### src/rtl/led_key_pkg.sv
// Shared types and helpers for the LED/key controller.
package led_key_pkg;

    typedef enum logic [1:0] {
        MODE_OFF  = 2'd0,
        MODE_ON   = 2'd1,
        MODE_SLOW = 2'd2,
        MODE_FAST = 2'd3
    } mode_t;

    // Press sequence: OFF -> ON -> SLOW -> FAST -> OFF.
    function automatic mode_t next_mode(input mode_t m);
        case (m)
            MODE_OFF:  return MODE_ON;
            MODE_ON:   return MODE_SLOW;
            MODE_SLOW: return MODE_FAST;
            default:   return MODE_OFF;
        endcase
    endfunction

    function automatic logic is_blink(input mode_t m);
        return (m == MODE_SLOW) || (m == MODE_FAST);
    endfunction

endpackage

### src/rtl/key_filter.sv
// Key front end: two-flop synchronizer, level debounce and press-event pulse.
module key_filter #(
    parameter int unsigned CNT_DEBOUNCE = 999_999
) (
    input  logic sys_clk,
    input  logic sys_rst_n,
    input  logic key_in,
    output logic key_flag
);

    localparam int unsigned DB_W = (CNT_DEBOUNCE < 1) ? 1 : $clog2(CNT_DEBOUNCE + 1);
    localparam logic [DB_W-1:0] DB_TC = DB_W'(CNT_DEBOUNCE);

    logic            key_meta;
    logic            key_sync;
    logic            key_stable;
    logic            key_stable_d;
    logic [DB_W-1:0] db_cnt;

    // Bring the raw key into the clock domain; idle level (released) is 1.
    always_ff @(posedge sys_clk or negedge sys_rst_n) begin
        if (!sys_rst_n) begin
            key_meta <= 1'b1;
            key_sync <= 1'b1;
        end else begin
            key_meta <= key_in;
            key_sync <= key_meta;
        end
    end

    // Accept a new level only after it has held for CNT_DEBOUNCE+1 cycles.
    always_ff @(posedge sys_clk or negedge sys_rst_n) begin
        if (!sys_rst_n) begin
            key_stable <= 1'b1;
            db_cnt     <= '0;
        end else if (key_sync == key_stable) begin
            db_cnt <= '0;
        end else if (db_cnt == DB_TC) begin
            key_stable <= key_sync;
            db_cnt     <= '0;
        end else begin
            db_cnt <= db_cnt + DB_W'(1);
        end
    end

    // Pulse once on the debounced falling edge (press); releases are silent.
    always_ff @(posedge sys_clk or negedge sys_rst_n) begin
        if (!sys_rst_n) begin
            key_stable_d <= 1'b1;
            key_flag     <= 1'b0;
        end else begin
            key_stable_d <= key_stable;
            key_flag     <= key_stable_d & ~key_stable;
        end
    end

endmodule

### src/rtl/led_key_ctrl.sv
// Key-driven LED mode sequencer with blink generator and registered LED drive.
//
// state     | meaning
// ----------+-------------------------------------------
// MODE_OFF  | LED dark
// MODE_ON   | LED lit continuously
// MODE_SLOW | LED toggles every CNT_SLOW+1 cycles
// MODE_FAST | LED toggles every CNT_FAST+1 cycles
module led_key_ctrl
    import led_key_pkg::*;
#(
    parameter int unsigned CNT_DEBOUNCE = 999_999,
    parameter int unsigned CNT_SLOW     = 24_999_999,
    parameter int unsigned CNT_FAST     = 4_999_999
) (
    input  logic       sys_clk,
    input  logic       sys_rst_n,
    input  logic       key_in,
    output logic       key_flag,
    output logic [1:0] mode,
    output logic       led_out
);

    localparam int unsigned CNT_BLINK_MAX = (CNT_SLOW > CNT_FAST) ? CNT_SLOW : CNT_FAST;
    localparam int unsigned BL_W = (CNT_BLINK_MAX < 1) ? 1 : $clog2(CNT_BLINK_MAX + 1);
    localparam logic [BL_W-1:0] TC_SLOW = BL_W'(CNT_SLOW);
    localparam logic [BL_W-1:0] TC_FAST = BL_W'(CNT_FAST);

    mode_t           mode_q;
    mode_t           mode_d;
    logic [BL_W-1:0] blink_cnt;
    logic [BL_W-1:0] blink_tc;
    logic            blink_lit;

    key_filter #(
        .CNT_DEBOUNCE (CNT_DEBOUNCE)
    ) u_key_filter (
        .sys_clk   (sys_clk),
        .sys_rst_n (sys_rst_n),
        .key_in    (key_in),
        .key_flag  (key_flag)
    );

    // Mode state register.
    always_ff @(posedge sys_clk or negedge sys_rst_n) begin
        if (!sys_rst_n) begin
            mode_q <= MODE_OFF;
        end else begin
            mode_q <= mode_d;
        end
    end

    // Next mode: step once per press event, otherwise hold.
    always_comb begin
        mode_d = mode_q;
        if (key_flag) begin
            mode_d = next_mode(mode_q);
        end
    end

    assign mode     = mode_q;
    assign blink_tc = (mode_q == MODE_SLOW) ? TC_SLOW : TC_FAST;

    // Half-period blink timer; a mode change wins over a same-cycle terminal
    // count so every blink mode starts in its lit phase.
    always_ff @(posedge sys_clk or negedge sys_rst_n) begin
        if (!sys_rst_n) begin
            blink_cnt <= '0;
            blink_lit <= 1'b0;
        end else if (key_flag) begin
            blink_cnt <= '0;
            blink_lit <= is_blink(mode_d);
        end else if (!is_blink(mode_q)) begin
            blink_cnt <= '0;
            blink_lit <= 1'b0;
        end else if (blink_cnt == blink_tc) begin
            blink_cnt <= '0;
            blink_lit <= ~blink_lit;
        end else begin
            blink_cnt <= blink_cnt + BL_W'(1);
        end
    end

    // Registered LED drive, active low.
    always_ff @(posedge sys_clk or negedge sys_rst_n) begin
        if (!sys_rst_n) begin
            led_out <= 1'b1;
        end else begin
            case (mode_q)
                MODE_OFF: led_out <= 1'b1;
                MODE_ON:  led_out <= 1'b0;
                default:  led_out <= ~blink_lit;
            endcase
        end
    end

endmodule
### config.mk
export PLATFORM = sky130hd
export DESIGN_NAME = led_key_ctrl
export DESIGN_NICKNAME = d
export VERILOG_FILES = /design/src/rtl/led_key_pkg.sv /design/src/rtl/key_filter.sv /design/src/rtl/led_key_ctrl.sv
export SDC_FILE = /design/constraint.sdc
export NUM_CORES = 1
export LEC_CHECK = 0
export ABC_AREA = 1
export CORE_MARGIN = 2
export CORE_UTILIZATION = 52
export CTS_BUF_LIST = sky130_fd_sc_hd__clkbuf_2
export CTS_CLUSTER_DIAMETER = 40
export DETAILED_ROUTE_END_ITERATION = 16
export HOLD_SLACK_MARGIN = 0.02
export PLACE_DENSITY = 0.74
export SYNTH_ARGS = -nofsm -noshare
export SYNTH_HDL_FRONTEND = slang
export SYNTH_SLANG_ARGS = --single-unit
### constraint.sdc
create_clock -name sys_clk -period 1.35 [get_ports sys_clk]
set_input_delay 0.135 -clock sys_clk [delete_from_list [all_inputs] [get_ports sys_clk]]
set_output_delay 0.135 -clock sys_clk [all_outputs]
set_load 0.1 [all_outputs]
Word level (Yosys, flattened, before mapping)
Index checks and enable logic that the tools add are counted.
{"block": "word_totals", "register_bits": 54, "input_bits": 3, "out_inout_bits": 4}
{"block": "op_classes", "addsub": 2, "n_eq_ne": 9, "muxes": 12, "bitwise": 4, "reduce_logical": 4}
{"operator": "$mux W25", "n": 4}
{"operator": "$mux W20", "n": 2}
{"operator": "$add A25 B1 Y25 const B", "n": 1}
{"operator": "$eq A25 B25 Y1", "n": 1}
{"operator": "$add A20 B1 Y20 const B", "n": 1}
{"operator": "$eq A20 B20 Y1 const B", "n": 1}
{"operator": "$eq A2 B2 Y1 const B", "n": 4}
{"operator": "$pmux W2 S3", "n": 1}
{"operator": "$mux W1", "n": 3}
{"operator": "$ne A3 B1 Y1 const B", "n": 1}
{"operator": "$not A1 Y1", "n": 3}
{"operator": "$eq A2 B1 Y1 const B", "n": 1}
{"operator": "$logic_not A2 Y1", "n": 1}
{"operator": "$logic_or A1 B1 Y1", "n": 2}
{"operator": "$mux W2", "n": 1}
{"operator": "$pmux W1 S2", "n": 1}
{"operator": "$reduce_and A2 Y1", "n": 1}
{"operator": "$and A1 B1 Y1", "n": 1}
{"operator": "$eq A1 B1 Y1", "n": 1}

Logic depth before layout (Yosys ltp)
{"block": "depth", "ltp_word": 6, "mapped_depth": 9, "depth_no_buf": 9}

Modules after synthesis
A second synthesis with hierarchy kept.
{"block": "unflattened", "hier_cells": 398, "hier_area_um2": 3046.7}
{"module": "led_key_ctrl", "n_inst": 1, "cells_per_inst": 233, "area_per_inst_um2": 1700.4, "seq_area_each_um2": 726.9}
{"module": "key_filter", "n_inst": 1, "cells_per_inst": 165, "area_per_inst_um2": 1346.3, "seq_area_each_um2": 630.6}

Least setup slack after synthesis
Ideal clock, no wire load.
{"block": "synth_path", "path_kind": "reg-to-reg", "startpoint": "register mode_q[0] (netlist: mode[0])", "endpoint": "register blink_cnt[13]", "setup_time_ns": 0.120, "t_arrival_ns": 2.040, "required_time_ns": 1.230, "setup_slack_ns": -0.810, "path_stages_with_launch": 10, "path_buffers": 1, "period_less_slack_ns": 2.160, "path_cell_list": "dfrtp_1 inv_1 ha_1 nor3_1 nand2_1 nand2_1 nand2_2 nand2_4 buf_6 nor2_1"}
{"block": "synth_between", "elab_chain_cells": 6, "elab_cells_between_ends": 8, "classes_between": "3 x eq/ne; 4 x mux; 1 x reduce/logical"}
{"item": "start: declaration", "line_no": "led_key_ctrl.sv:29", "rtl": "mode_t mode_q;"}
{"item": "start signal: assignment", "line_no": "led_key_ctrl.sv:49", "rtl": "mode_q <= mode_d;"}
{"item": "$eq A2 B2 Y1", "line_no": "led_key_pkg.sv:22, led_key_ctrl.sv:62"}
{"item": "$mux W25", "line_no": "led_key_ctrl.sv:62", "rtl": "assign blink_tc = (mode_q == MODE_SLOW) ? TC_SLOW : TC_FAST;"}
{"item": "$eq A25 B25 Y1", "line_no": "led_key_ctrl.sv:76", "rtl": "end else if (blink_cnt == blink_tc) begin"}
{"item": "$mux W25", "line_no": "led_key_ctrl.sv:76"}
{"item": "$mux W25 *", "line_no": "led_key_ctrl.sv:73", "rtl": "end else if (!is_blink(mode_q)) begin"}
{"item": "$mux W25 *", "line_no": "led_key_ctrl.sv:70", "rtl": "end else if (key_flag) begin"}
{"item": "end signal: assignment", "line_no": "led_key_ctrl.sv:80", "rtl": "blink_cnt <= blink_cnt + BL_W'(1);"}
{"item": "end: declaration", "line_no": "led_key_ctrl.sv:31", "rtl": "logic [BL_W-1:0] blink_cnt;"}
Mark *: on every way between the ends. The rest lies on a longest branch, timed or not.
A chain may end at the register's enable or synchronous reset.

Worst setup path in the final report
{"block": "layout_path", "startpoint": "register mode_q[0] (netlist: mode[0])", "endpoint": "register blink_lit"}
{"block": "layout_between", "elab_chain_cells": 6, "elab_cells_between_ends": 15, "classes_between": "7 x eq/ne; 5 x mux; 3 x reduce/logical"}
{"item": "$eq A2 B2 Y1, or another cell as far along", "line_no": "led_key_pkg.sv:13, led_key_pkg.sv:22, led_key_ctrl.sv:62"}
{"item": "$pmux W2 S3", "line_no": "led_key_pkg.sv:13", "rtl": "case (m)"}
{"item": "$mux W2", "line_no": "led_key_ctrl.sv:56", "rtl": "if (key_flag) begin"}
{"item": "$eq A2 B2 Y1", "line_no": "led_key_pkg.sv:22", "rtl": "return (m == MODE_SLOW) || (m == MODE_FAST);"}
{"item": "$logic_or A1 B1 Y1", "line_no": "led_key_pkg.sv:22"}
{"item": "$mux W1", "line_no": "led_key_ctrl.sv:70"}
{"item": "end signal: assignment", "line_no": "led_key_ctrl.sv:72", "rtl": "blink_lit <= is_blink(mode_d);"}
{"item": "end signal: assignment", "line_no": "led_key_ctrl.sv:78", "rtl": "blink_lit <= ~blink_lit;"}
{"item": "end: declaration", "line_no": "led_key_ctrl.sv:33", "rtl": "logic blink_lit;"}
Parallel ways exist; a longest one is shown, timed or not.

==> qor.csv <==
metric,value,unit
Avg Synthesized Cell Area,7.64,um2
Post-Syn Nets,394,
fillers,388,
wire length of the first global-routing pass,11600,um
Inserted Diodes,0,
cts bufs inserted,5,
number of search-and-repair iterations in the first detailed-routing pass,5,
relative slew slack,68.6,%
net count reported at finish,472,
cell type with the highest aggregate area in the netlist,sky130_fd_sc_hd__dfrtp_1,
combined global-route utilization of all metal layers,23.8,%
startpoint type of the worst setup path,flip-flop,
total vias in the final route,2787,
endpoints failing setup,43,
top area cells in the synthesized netlist,"sky130_fd_sc_hd__dfrtp_1 42%, sky130_fd_sc_hd__nor2_1 12%, sky130_fd_sc_hd__nand2_1 11%",
top-level port count,7,
most instantiated cells after synthesis,"96 x sky130_fd_sc_hd__nor2_1, 85 x sky130_fd_sc_hd__nand2_1, 49 x sky130_fd_sc_hd__dfrtp_1, 42 x sky130_fd_sc_hd__inv_1, 29 x sky130_fd_sc_hd__nand3_1",
Port-buffer cells,6,
number of flip-flops and latches in the synthesized netlist,54,
worst min path class,primary input to flip-flop,
effective utilization at floorplan,53.6,%
clock tree from TritonCTS,yes,
Synth Instances,386,
# Max-Cap Violations,0,
WP data arrival,1.91,ns
Worst setup EP type,flip-flop,
VDD IR max,586,uV
dominant synthesized flop cell,sky130_fd_sc_hd__dfrtp_1,
CTS H-Tree Depth,2,
Core Region,5510,um2
standard-cell row count,27,
number of sinks on the clock net,54,
fmax,0.662,GHz
min Tclk post-route,1.51,ns
"Cell Area, Synth",2950,um2
number of failing hold endpoints at the final stage,0,
dpl hpwl,4880,um
largest net degree at the start of global routing,23,
final number of max-transition violations,0,
Worst Skew,0.0293,ns
endpoint required time on the critical path,1.75,ns
Pwr Density,593,nW/um2
total wire length,7300,um
number of antenna violations at the first check in global routing,0,
vias in the first global route,2683,
routed via count divided by cell count,5.19,
"Async S/R FF share, synth",100,%
total DRC errors in the routed layout,0,
clk_lat worst skew,0.45,ns
start-to-end type of the worst setup path,flip-flop to flip-flop,
GRT Residual Overflow,0,
share of the synthesized area in the top cell type,41.6,%
number of synthesized flops with an enable pin,0,
standby leakage power,1.75,nW
worst setup slack after placement,-0.212,ns
initial DRC count,185,
final routed wire length divided by cell count,13.6,um
master cell of the clock root buffer,sky130_fd_sc_hd__clkbuf_2,
warnings from Yosys,0,
share of cells above drive strength 1,34.0,%
worst-path maximum fanout,6,
run status,finished with violations,
area added between synthesis and finish,37.1,%
DIE HEIGHT,79.3,um
failing checks,negative setup slack,
die footprint,6290,um2
DRT antenna net count,0,
clock tree buffer depth,2,
final clock period utilization by the worst path,112,%
Final GP Congestion,0.885,
clock transition at the registers of the reported paths,0.28,ns
DIE WIDTH,79.3,um
unrepaired setup endpoints after global routing,true,
post-layout worst setup margin,-0.160,ns
share of the yosys chip area belonging to registers,46.0,%
count of unique library cells instantiated by Yosys,27,
worst hold-check slack,0.0747,ns
slew at the pin closest to its max-slew limit,0.467,ns
library cell with the highest instance count after synthesis,sky130_fd_sc_hd__nor2_1,
-- cell usage in the layout, fill, tap and decap left out, types with 2 or more instances in the layout --
cell                       Yosys  final
sky130_fd_sc_hd__dfrtp_4       0      2
sky130_fd_sc_hd__nand3_4       0      3
sky130_fd_sc_hd__nand4_1       6      6
sky130_fd_sc_hd__o21ai_1       1      3
sky130_fd_sc_hd__dfstp_2       5      5
sky130_fd_sc_hd__nand2_8       0      2
sky130_fd_sc_hd__nand2_2       2      5
sky130_fd_sc_hd__nand2_4       1      5
sky130_fd_sc_hd__nand3_1      29     16
sky130_fd_sc_hd__a21oi_1       5      5
sky130_fd_sc_hd__inv_1        42     37
sky130_fd_sc_hd__clkbuf_2      0      7
sky130_fd_sc_hd__nor2_1       96     77
sky130_fd_sc_hd__xor2_1       16     15
sky130_fd_sc_hd__xnor2_1       8      7
sky130_fd_sc_hd__nand2_1      85     77
sky130_fd_sc_hd__nor3_1       11      7
sky130_fd_sc_hd__dfrtp_2       0      4
sky130_fd_sc_hd__nor2_2        1     13
sky130_fd_sc_hd__nor2_4        3     10
sky130_fd_sc_hd__nand3_2       1     11
sky130_fd_sc_hd__o21ai_0      11      8
sky130_fd_sc_hd__buf_4         0     57
sky130_fd_sc_hd__ha_1          5      2
sky130_fd_sc_hd__nor3_2        1      4
sky130_fd_sc_hd__inv_2         1      4
sky130_fd_sc_hd__buf_6         2      5
sky130_fd_sc_hd__ha_4          0      2
sky130_fd_sc_hd__dfrtp_1      49     43
sky130_fd_sc_hd__inv_4         0      2
sky130_fd_sc_hd__buf_12        0      6
-- final cells by class --
cell class | count | area [um2] | share of cell area (%)
sequential | 54 | 1370 | 33.9
multi-input combinational | 288 | 1730 | 42.8
timing repair buffer | 72 | 644 | 15.9
clock inverter | 1 | 7.51 | 0.186
clock buffer | 7 | 35.0 | 0.867
tap | 72 | 90.1 | 2.23
inverter | 43 | 166 | 4.12
-- per-layer routing --
metal / vias to the layer above / wire, um / track usage, %
li1: 1363 / - / -
met1: 1326 / 2900 / 26.9
met2: 79 / 3960 / 44.0
met3: 19 / 285 / 4.09
met4: 0 / 155 / 10.0
met5: - / 0 / 0
-- power breakdown --
| part | internal, mW | leakage [nW] | switching [mW] |
|---|---|---|---|
| Combinational | 0.0450 | 0.993 | 0.0661 |
| Sequential | 1.63 | 0.724 | 0.00632 |
| Clock | 0.143 | 0.0292 | 0.503 |
| Total | 1.82 | 1.75 | 0.576 |
-- critical path, stage by stage, from the launching register on --
cell and delay [ns]:
sky130_fd_sc_hd__dfrtp_4 0.56, sky130_fd_sc_hd__inv_4 0.07, sky130_fd_sc_hd__ha_4 0.14, sky130_fd_sc_hd__nand3_2 0.06, sky130_fd_sc_hd__nand3b_1 0.17, sky130_fd_sc_hd__nand2_2 0.10, sky130_fd_sc_hd__nand2_4 0.10, sky130_fd_sc_hd__buf_8 0.16
sky130_fd_sc_hd__nand3_2 0.05, sky130_fd_sc_hd__nand2_1 0.05
-- cells by family after synthesis --
family,share of synthesized area (%)
buffers and inverters,6.24
XOR/XNOR,7.13
adder cells (fa/ha/maj),2.12
AO/OA/AOI/OAI,3.14
AND/OR/NAND/NOR,35.3
flip-flops,46.0
-- sequential cells by signal, indices dropped and copies added, names as in the netlist --
| register | cells |
|---|---|
| u_key_filter.db_cnt | 20 |
| mode | 2 |
| u_key_filter.key_flag | 1 |
| u_key_filter.key_stable | 1 |
| u_key_filter.key_stable_d | 1 |
| blink_cnt | 25 |
| blink_lit | 1 |
| led_out | 1 |
| u_key_filter.key_sync | 1 |
| u_key_filter.key_meta | 1 |
-- per-stage QoR --
stage,setup TNS (ns),power (mW),std cells,area (um2),util [%]
2_1_floorplan,-5.65,1.69,386,2980,-
3_3_place_gp,-3.69,1.75,513,3550,64.4
3_5_place_dp,-5.96,1.75,513,3550,64.4
4_1_cts,-3.80,2.39,525,3770,68.4
5_1_grt,-8.65,2.47,537,4040,73.4
6_report,-4.75,2.40,537,4040,73.4
-- worst paths after layout --
kind                                       start                   endpoint  slack [ns]  depth (start not counted)
min reg2reg                u_key_filter.key_meta      u_key_filter.key_sync        0.38                          0
max in group asynchronous              sys_rst_n  u_key_filter.key_stable_d        0.70                          3
min in group asynchronous              sys_rst_n              blink_cnt[15]        0.10                          2
min                                       key_in      u_key_filter.key_meta        0.07                          1
max                                      mode[0]                  blink_lit       -0.16                          9
max reg2reg                              mode[0]                  blink_lit       -0.16                          9
-- timing repair --
action,CTS,global route
resized for setup,37,48
setup endpoints to repair,47,50
buffers inserted,2,12
pin swaps,14,18
cloned,1,0
endpoints found under the hold margin,50,0
hold buffers,1,0
(Power assumes the default switching activity.)
